==> config.mk <==
export PLATFORM = sky130hd
export DESIGN_NAME = i2s_rx_multimode
export DESIGN_NICKNAME = d
export VERILOG_FILES = /design/src/rtl/i2s_rx_pkg.sv /design/src/rtl/i2s_rx_sync.sv /design/src/rtl/i2s_rx_multimode.sv
export SDC_FILE = /design/constraint.sdc
export NUM_CORES = 1
export LEC_CHECK = 0
export BUFFER_PORTS_ARGS = -buffer_cell sky130_fd_sc_hd__buf_2
export CORE_MARGIN = 2
export CORE_UTILIZATION = 45
export CTS_BUF_LIST = sky130_fd_sc_hd__clkbuf_4 sky130_fd_sc_hd__clkbuf_8 sky130_fd_sc_hd__clkbuf_16
export DETAILED_ROUTE_END_ITERATION = 12
export PLACE_DENSITY = 0.67
export SETUP_SLACK_MARGIN = 0.5
export SLEW_MARGIN = 20
export SYNTH_ARGS = -nofsm -noshare
export SYNTH_HDL_FRONTEND = slang
export SYNTH_SLANG_ARGS = --single-unit
==> constraint.sdc <==
create_clock -name WBs_CLK_i -period 1.9 [get_ports WBs_CLK_i]
set_clock_uncertainty 0.1 [all_clocks]
set_input_delay 0.095 -clock WBs_CLK_i [delete_from_list [all_inputs] [get_ports WBs_CLK_i]]
set_output_delay 0.095 -clock WBs_CLK_i [all_outputs]
set_load 0.03 [all_outputs]
==> src/rtl/i2s_rx_pkg.sv <==
// I2S receiver shared types.
// Slot FSM encoding and framing-mode constants.
package i2s_rx_pkg;

  typedef enum logic [1:0] {
    ST_IDLE  = 2'd0,
    ST_LEFT  = 2'd1,
    ST_RIGHT = 2'd2
  } rx_state_t;

  localparam logic MODE_I2S = 1'b0;
  localparam logic MODE_LJ  = 1'b1;

  localparam int CNT_W = 6;

endpackage

==> src/rtl/i2s_rx_sync.sv <==
// Multi-flop synchroniser for the I2S bus lines.
// Bit 0 carries bclk and gets an extra flop for edge detection.
module i2s_rx_sync #(
  parameter int W      = 3,
  parameter int STAGES = 2
) (
  input  logic         clk,
  input  logic         rst_n,
  input  logic [W-1:0] d,
  output logic [W-1:1] q,
  output logic         rise,
  output logic         fall
);

  logic [STAGES-1:0][W-1:0] pipe;
  logic                     bclk_d;

  always_ff @(posedge clk or negedge rst_n) begin
    if (!rst_n) begin
      pipe   <= '0;
      bclk_d <= 1'b0;
    end else begin
      pipe   <= {pipe[STAGES-2:0], d};
      bclk_d <= pipe[STAGES-1][0];
    end
  end

  assign q    = pipe[STAGES-1][W-1:1];
  assign rise = pipe[STAGES-1][0] & ~bclk_d;
  assign fall = ~pipe[STAGES-1][0] & bclk_d;

endmodule

==> src/rtl/i2s_rx_multimode.sv <==
// I2S / left-justified serial audio receiver on the fabric clock.
// Oversamples bclk, frames slots on WS changes, flags short slots.
module i2s_rx_multimode
  import i2s_rx_pkg::*;
#(
  parameter int DATA_WIDTH  = 16,
  parameter int SYNC_STAGES = 2,
  parameter int TIMEOUT_W   = 8
) (
  input  logic                  WBs_CLK_i,
  input  logic                  WBs_RSTn_i,
  input  logic                  i2s_clk_i,
  input  logic                  i2s_ws_clk_i,
  input  logic                  i2s_din_i,
  input  logic                  I2S_S_EN_i,
  input  logic                  LJ_MODE_i,
  output logic [DATA_WIDTH-1:0] data_left_o,
  output logic [DATA_WIDTH-1:0] data_right_o,
  output logic                  push_left_o,
  output logic                  push_right_o,
  output logic                  frame_err_o,
  output logic                  i2s_dis_o
);

  localparam logic [CNT_W-1:0] DW = CNT_W'(DATA_WIDTH);

  logic [2:1] sync_q;
  logic       rise, fall;
  logic       ws_s, din_s;

  rx_state_t             state_q, state_d;
  logic                  lj_q;
  logic                  ws_prev, ws_ok;
  logic [CNT_W-1:0]      cnt_q, cnt_end;
  logic [DATA_WIDTH-1:0] sh_q, word_shift, word_end;
  logic [TIMEOUT_W-1:0]  to_cnt;

  logic en, flush, sample, boundary, full;
  logic push_l_d, push_r_d, err_d;

  i2s_rx_sync #(
    .W      (3),
    .STAGES (SYNC_STAGES)
  ) u_sync (
    .clk   (WBs_CLK_i),
    .rst_n (WBs_RSTn_i),
    .d     ({i2s_din_i, i2s_ws_clk_i, i2s_clk_i}),
    .q     (sync_q),
    .rise  (rise),
    .fall  (fall)
  );

  assign ws_s   = sync_q[1];
  assign din_s  = sync_q[2];
  assign en     = I2S_S_EN_i;
  // A timed-out or disabled bus wipes all slot progress.
  assign flush  = !en || to_cnt[TIMEOUT_W-1];
  assign sample = rise && !flush;
  assign boundary = sample && ws_ok && (ws_s != ws_prev);

  always_comb begin
    state_d    = state_q;
    word_shift = {sh_q[DATA_WIDTH-2:0], din_s};
    word_end   = sh_q;
    cnt_end    = cnt_q;
    // In I2S framing the boundary bit still belongs to the old slot.
    if (lj_q == MODE_I2S && cnt_q < DW) begin
      word_end = word_shift;
      cnt_end  = cnt_q + CNT_W'(1);
    end
    full     = cnt_end >= DW;
    push_l_d = boundary && state_q == ST_LEFT && full;
    push_r_d = boundary && state_q == ST_RIGHT && full;
    err_d    = boundary && state_q != ST_IDLE && !full;
    if (flush) begin
      state_d = ST_IDLE;
    end else if (boundary) begin
      state_d = ws_s ? ST_RIGHT : ST_LEFT;
    end
  end

  always_ff @(posedge WBs_CLK_i or negedge WBs_RSTn_i) begin
    if (!WBs_RSTn_i) begin
      state_q <= ST_IDLE;
    end else begin
      state_q <= state_d;
    end
  end

  always_ff @(posedge WBs_CLK_i or negedge WBs_RSTn_i) begin
    if (!WBs_RSTn_i) begin
      lj_q         <= MODE_I2S;
      ws_prev      <= 1'b0;
      ws_ok        <= 1'b0;
      cnt_q        <= '0;
      sh_q         <= '0;
      to_cnt       <= '0;
      data_left_o  <= '0;
      data_right_o <= '0;
      push_left_o  <= 1'b0;
      push_right_o <= 1'b0;
      frame_err_o  <= 1'b0;
    end else begin
      push_left_o  <= push_l_d;
      push_right_o <= push_r_d;
      frame_err_o  <= err_d;
      if (state_q == ST_IDLE) begin
        lj_q <= LJ_MODE_i;
      end
      if (!en) begin
        data_left_o  <= '0;
        data_right_o <= '0;
      end else begin
        if (push_l_d) data_left_o <= word_end;
        if (push_r_d) data_right_o <= word_end;
      end
      if (flush) begin
        ws_prev <= 1'b0;
        ws_ok   <= 1'b0;
        cnt_q   <= '0;
        sh_q    <= '0;
      end else if (sample) begin
        ws_prev <= ws_s;
        ws_ok   <= 1'b1;
        if (boundary && lj_q == MODE_LJ) begin
          cnt_q <= CNT_W'(1);
          sh_q  <= {{(DATA_WIDTH-1){1'b0}}, din_s};
        end else if (boundary) begin
          cnt_q <= '0;
          sh_q  <= '0;
        end else if (cnt_q < DW) begin
          cnt_q <= cnt_q + CNT_W'(1);
          sh_q  <= word_shift;
        end
      end
      if (!en || rise || fall) begin
        to_cnt <= '0;
      end else if (!(&to_cnt)) begin
        to_cnt <= to_cnt + TIMEOUT_W'(1);
      end
    end
  end

  assign i2s_dis_o = to_cnt[TIMEOUT_W-1];

endmodule

==> out/results.txt, run 1 <==
via density per instance: 5.13
top_reg_cell synth: dfrtp_1
distinct cell type count after synthesis: 45
Die Ht: 92.2 um
clock buffer depth: 2
GR Util All Layers: 17.9%
crit start category: register
first-pass GRT wire length: 12000 um
vias in the first global route: 2496
core area: 7650 um^2
clock slew at reported path FFs: 90 ps
area grow syn2layout: 34.1%
final hold viol count: 0
final instance area: 4690 um^2
post-synthesis sequential area ratio: 55.0%
Initial Util: 45.8%
Power Density: 705 nW/um^2
fraction of registers with async set/reset: 100%
Die W: 92.2 um
FF+latch count, synth: 77
Die ar.: 8500 um^2
Yosys warnings: 0
Leak: 2.19 nW
clock latency on the worst-skew pair: 350 ps
Detailed Place HPWL: 4320 um
largest net degree at the start of global routing: 50
register area: 1930 um^2
Tmin final: 1850 ps
global placement routability congestion: 0.773
CTS Buf Count: 9
Layout Nets: 404
Critical Path RT: 2070 ps
CP Class: reg -> reg
number of fill cells: 610
EDFF count, synth: 0
critical-path maximum fanout: 5
post-synth top area cell: dfrtp_1
Max Fclk: 542 MHz
CTS tree: done
Post-Route WL: 7700 um
DR WL/cell: 15.3 um
routed via count: 2576
Max-slew headroom: 64.6%
Post-synth top cells: 92 x nand2_1, 77 x dfrtp_1, 36 x mux2i_1
final setup fails: 0
DRT iter0 DRCs: 91
status: complete, no violations
Mapped Cells: 318
Post-Syn Area per Cell: 11.0 um^2
# DRC: 0
period utilization: 97.1%
Synth top area share: 55.0%
grt total ovfl: 0
Final ANT Viol Nets: 0
layout cells sized above 1: 42.5%
max-slew violations: 0
# diodes: 0
ranking of synthesized cells by area: dfrtp_1 55%, mux2i_1 10%, nand2_1 9.9%
Hold Crit Class: in -> reg
IO Port Bufs: 42
CTS H-tree lvls: 3
multi-input logic area: 1720 um^2
Pre-antenna DRT Iters: 4
synthesized cell area: 3500 um^2
Rows: 32
crit end category: register
Max-cap violations: 0
CTS Sinks: 77
Setup TNS: 0 ps
top-count cell post-synth: nand2_1
Slew @ Worst Pin: 531 ps
IO Pins: 43
placed instance area: 3900 um^2
peak supply drop: 0.326 mV
CTS root buf: clkbuf_8
initial antenna violation count: 0
Post-Synthesis Net Count: 327
RSZ-0062 raised after global routing: yes
CP arrival: 2010 ps
==> layout make-up <==
type	count	area share [%]
clock buffer	9	2.64
clock inverter	7	2.08
multi-input combinational	225	36.6
sequential	77	41.1
tap	102	2.72
timing repair buffer	82	14.8
==> cells by family after synthesis <==
| family | Yosys count | share of synthesized area [%] |
|---|---|---|
| AO/OA/AOI/OAI | 29 | 4.97 |
| adder cells (fa/ha/maj) | 2 | 0.715 |
| XOR/XNOR | 5 | 1.47 |
| AND/OR/NAND/NOR | 136 | 17.7 |
| flip-flops | 77 | 55.0 |
| buffers and inverters | 16 | 4.36 |
| multiplexers | 53 | 15.8 |
==> per-layer routing <==
metal / up-vias / part of all wire (%) / track usage [%]
met5: - / 0 / 0
met4: 0 / 1.3 / 7.09
met3: 9 / 2.6 / 3.37
met2: 40 / 51 / 29.3
met1: 1289 / 45 / 23.7
li1: 1238 / - / -
==> final timing paths <==
path / slack (ps) / cells after the start / start / end
max in group asynchronous: 990 / 3 / WBs_RSTn_i / cnt_q[0]
min in group asynchronous: 170 / 2 / WBs_RSTn_i / data_left_o[3]
hold reg to reg: 250 / 0 / u_sync.pipe[2] / u_sync.q[2]
setup reg to reg: 50 / 6 / u_sync.pipe[3] / data_left_o[6]
setup / recovery: 50 / 6 / u_sync.pipe[3] / data_left_o[6]
hold / removal: 30 / 4 / I2S_S_EN_i / to_cnt[5]
==> report_power, final <==
group	internal [W]	total [W]	switching, W
sequential	0.00166	0.00168	0.0000201
combinational	0.000110	0.000252	0.000141
clock	0.000746	0.00138	0.000636
==> critical path, cell delays in order (launching register included) <==
cell and delay [ps]:
dfrtp_1 460, and4bb_4 300, nand3_4 110, nor4b_4 280, buf_6 180, clkbuf_16 150, mux2i_1 190
==> registers in the layout, indices dropped and copies added, names as in the netlist <==
register       count
cnt_q              6
data_left_o       16
data_right_o      16
frame_err_o        1
lj_q               1
push_left_o        1
push_right_o       1
sh_q              16
state_q            2
to_cnt             8
u_sync.bclk_d      1
u_sync.pipe        4
u_sync.q           2
ws_ok              1
ws_prev            1
==> layout by cell type (no fill, tap or decap), types with 3 or more instances in the layout <==
master	count
nand2_1	74
dfrtp_1	74
buf_2	41
mux2i_1	36
a21oi_2	17
mux2_2	17
buf_4	17
nor2_1	13
nand2_4	11
clkbuf_8	9
nand2_2	7
buf_6	7
dlygate4sd3_1	6
buf_12	5
nor2_2	3
nor4b_4	3
xor2_1	3
nand3_1	3
and3_1	3
nor3_1	3
dfrtp_2	3
buf_8	3
==> through the flow <==
stage	hold WS (ps)	instances	worst slack (ps)	util (%)	power, W
after detailed placement	10.0	460	34.0	51.0	0.00188
after global routing	55.5	502	-31.2	61.4	0.00343
after floorplan	-301	318	59.3	-	0.00180
final	27.1	502	54.2	61.4	0.00331
after CTS	17.8	493	60.0	56.3	0.00328
after global placement	9.16	460	118	51.0	0.00188
==> timing repair <==
action | 4_1_cts | 5_1_grt
setup buffers | 10 | 7
hold buffers | 6 | 0
cloned | 1 | 2
endpoints found under the hold margin | 43 | 0
endpoints found under the setup margin | 60 | 67
gates resized for setup | 6 | 76
pin swaps | 5 | 15
Power figures use the tool's default switching activity.
==> inputs of run 2 (changes only) <==
Settings changed: ABC_AREA set to 1, CORE_UTILIZATION 45 to 52, PLACE_DENSITY 0.67 to 0.76, TNS_END_PERCENT set to 100.
==> out/results.txt, run 2 <==
status: complete, no violations
max-slew violations: 0 (unchanged)
clock slew at reported path FFs: 80 ps (about the same)
Post-synth top cells: 108 x nand2_1, 77 x dfrtp_1, 60 x nand3_1
most frequent cells in the layout: 96 x nand2_1, 76 x dfrtp_1, 41 x buf_2
clock buffer depth: 2 (unchanged)
DRT iter0 DRCs: 292 (+220%)
Post-Synthesis Net Count: 404 (+24%)
routed via count: 3101 (+20%)
global placement routability congestion: 0.859 (+11%)
Die ar.: 7240 um^2 (-15%)
via density per instance: 5.59 (+8.9%)
CTS root buf: clkbuf_8
layout cells sized above 1: 34.9% (-7.6 points)
Pre-antenna DRT Iters: 5 (+1)
# DRC: 0 (unchanged)
CTS Buf Count: 9 (unchanged)
post-synth top area cell: dfrtp_1
first-pass GRT wire length: 13700 um (+14%)
Die W: 85.1 um (-7.7%)
Yosys warnings: 0 (unchanged)
peak supply drop: 0.456 mV (+40%)
IO Port Bufs: 42 (unchanged)
crit start category: register
distinct cell type count after synthesis: 30 (-33%)
DP Worst Slack: 131 ps (+97.2 ps)
Hold Crit Class: in -> reg
Largest regs: data_left_o (16), data_right_o (16), sh_q (16)
CTS tree: done
final setup fails: 0 (unchanged)
Die Ht: 85.1 um (-7.7%)
Detailed Place HPWL: 4910 um (+14%)
hold_ws: 73.7 ps (+46.6 ps)
FF+latch count, synth: 77 (unchanged)
# diodes: 0 (unchanged)
Slew @ Worst Pin: 486 ps (-44.7 ps)
Initial Util: 53.9% (+8.1 points)
initial antenna violation count: 0 (unchanged)
area grow syn2layout: 34.7%
RSZ-0062 raised after global routing: yes
crit end category: register
DR WL/cell: 15.7 um (+2.1%)
IO Pins: 43 (unchanged)
Final ANT Viol Nets: 0 (unchanged)
Critical Path RT: 2100 ps (+30 ps)
final hold viol count: 0 (unchanged)
core area: 6350 um^2 (-17%)
CP arrival: 1840 ps (-170 ps)
most common cell after layout, fill and taps aside: nand2_1
Post-Route WL: 8690 um (+13%)
Tmin final: 1640 ps (-205 ps)
top_reg_cell synth: dfrtp_1
Rows: 29 (-9.4%)
critical-path maximum fanout: 8 (+3)
Max Fclk: 609 MHz (+12%)
vias in the first global route: 2816 (+13%)
fin worst setup slack: 259 ps (+205 ps)
final instance area: 4610 um^2 (-1.8%)
post-synthesis sequential area ratio: 56.3% (+1.3 points)
CTS Sinks: 77 (unchanged)
Power Density: 710 nW/um^2 (+0.64%)
clock latency on the worst-skew pair: 360 ps (about the same)
placed instance area: 3840 um^2 (-1.4%)
largest net degree at the start of global routing: 41 (-18%)
CP Class: reg -> reg
Post-Syn Area per Cell: 8.66 um^2 (-21%)
period utilization: 86.4% (-11 points)
Setup TNS: 0 ps (unchanged)
top-count cell post-synth: nand2_1
Synth top area share: 56.3% (+1.3 points)
Leak: 2.38 nW (+8.7%)
EDFF count, synth: 0 (unchanged)
GR Util All Layers: 23.8% (+5.9 points)
ranking of synthesized cells by area: dfrtp_1 56%, nand2_1 12%, nand3_1 8.8%
CTS H-tree lvls: 3 (unchanged)
grt total ovfl: 0 (unchanged)
Layout Nets: 482 (+19%)
fraction of registers with async set/reset: 100% (unchanged)
Max-slew headroom: 67.6% (+3.0 points)
Max-cap violations: 0 (unchanged)
synthesized cell area: 3420 um^2 (-2.3%)
Mapped Cells: 395 (+24%)
==> run 2: cell count changes after synthesis, sizes merged, moves of 13 or more <==
cell | previous run | this run
mux2i | 36 | 0
mux2 | 17 | 0
nor2 | 16 | 42
nand2 | 92 | 111
o21ai | 1 | 43
inv | 0 | 19
nand3 | 7 | 62
a21oi | 18 | 5
==> run 2: cell type report <==
cell class	count	area, um^2
Sequential cell	77	1930
Fill cell	426	1740
Multi-Input combinational cell	279	1600
Timing Repair Buffer	84	668
Clock buffer	11	145
Inverter	21	114
Tap cell	77	96.3
Clock inverter	5	50.0
Timing Repair inverter	1	11.3
==> run 2: metrics by stage <==
stage                     util [%]  total power [W]  instances
after floorplan                  -          0.00188        395
after global placement        60.5          0.00195        504
after detailed placement      60.5          0.00196        504
after CTS                     69.6          0.00324        549
after global routing          72.6          0.00338        555
final                         72.6          0.00327        555
==> run 2: kinds of logic (layout without fill, tap and decap cells) <==
family | after synthesis | after routing | synth area share [%]
and+or+nand+nor | 219 | 220 | 28.2
DFF | 77 | 77 | 56.3
AOI/OAI and AO/OA | 54 | 54 | 8.38
buffers and inverters | 40 | 122 | 5.60
xor gates and xnor gates | 3 | 3 | 0.768
adders and majority gates | 2 | 2 | 0.731
==> run 2: report_power, final <==
group	switching, W	internal [W]	leakage [nW]
clock network	0.000603	0.000648	0.106
logic	0.000203	0.000118	1.22
registers	0.0000281	0.00167	1.05
==> run 2: worst paths after layout <==
check,from,to,slack [ps],depth (start not counted)
max,to_cnt[7],data_left_o[12],260,9
min,I2S_S_EN_i,ws_prev,70,5
max reg2reg,to_cnt[7],data_left_o[12],260,9
min reg2reg,u_sync.pipe[2],u_sync.q[2],250,0
max in group asynchronous,WBs_RSTn_i,sh_q[7],970,3
min in group asynchronous,WBs_RSTn_i,to_cnt[5],130,2
==> run 2: what timing repair did <==
action	in CTS	in global routing
hold buffers	6	0
endpoints found under the hold margin	46	0
setup endpoints to repair	65	67
resized for setup	39	26
pin swaps	10	12
setup buffers	21	3
gates cloned	2	3
==> run 2: routing by layer <==
layer,part of all wire [%],wire (um),up-vias,global-route usage (%)
met2,49,4230,137,35.9
met4,1.7,151,0,9.52
li1,-,-,1452,-
met1,43,3750,1498,34.2
met5,0,0,-,0
met3,6.4,556,14,4.77
==> run 2: critical path, cell delays in order, from the launching register on <==
cell and delay, ps:
dfrtp_2 430, inv_4 70, nand2_4 60, nor2_4 120, nand3_4 140, nor2_4 230, nand2_4 170, inv_8 130
nand2_2 60, nand2_2 60
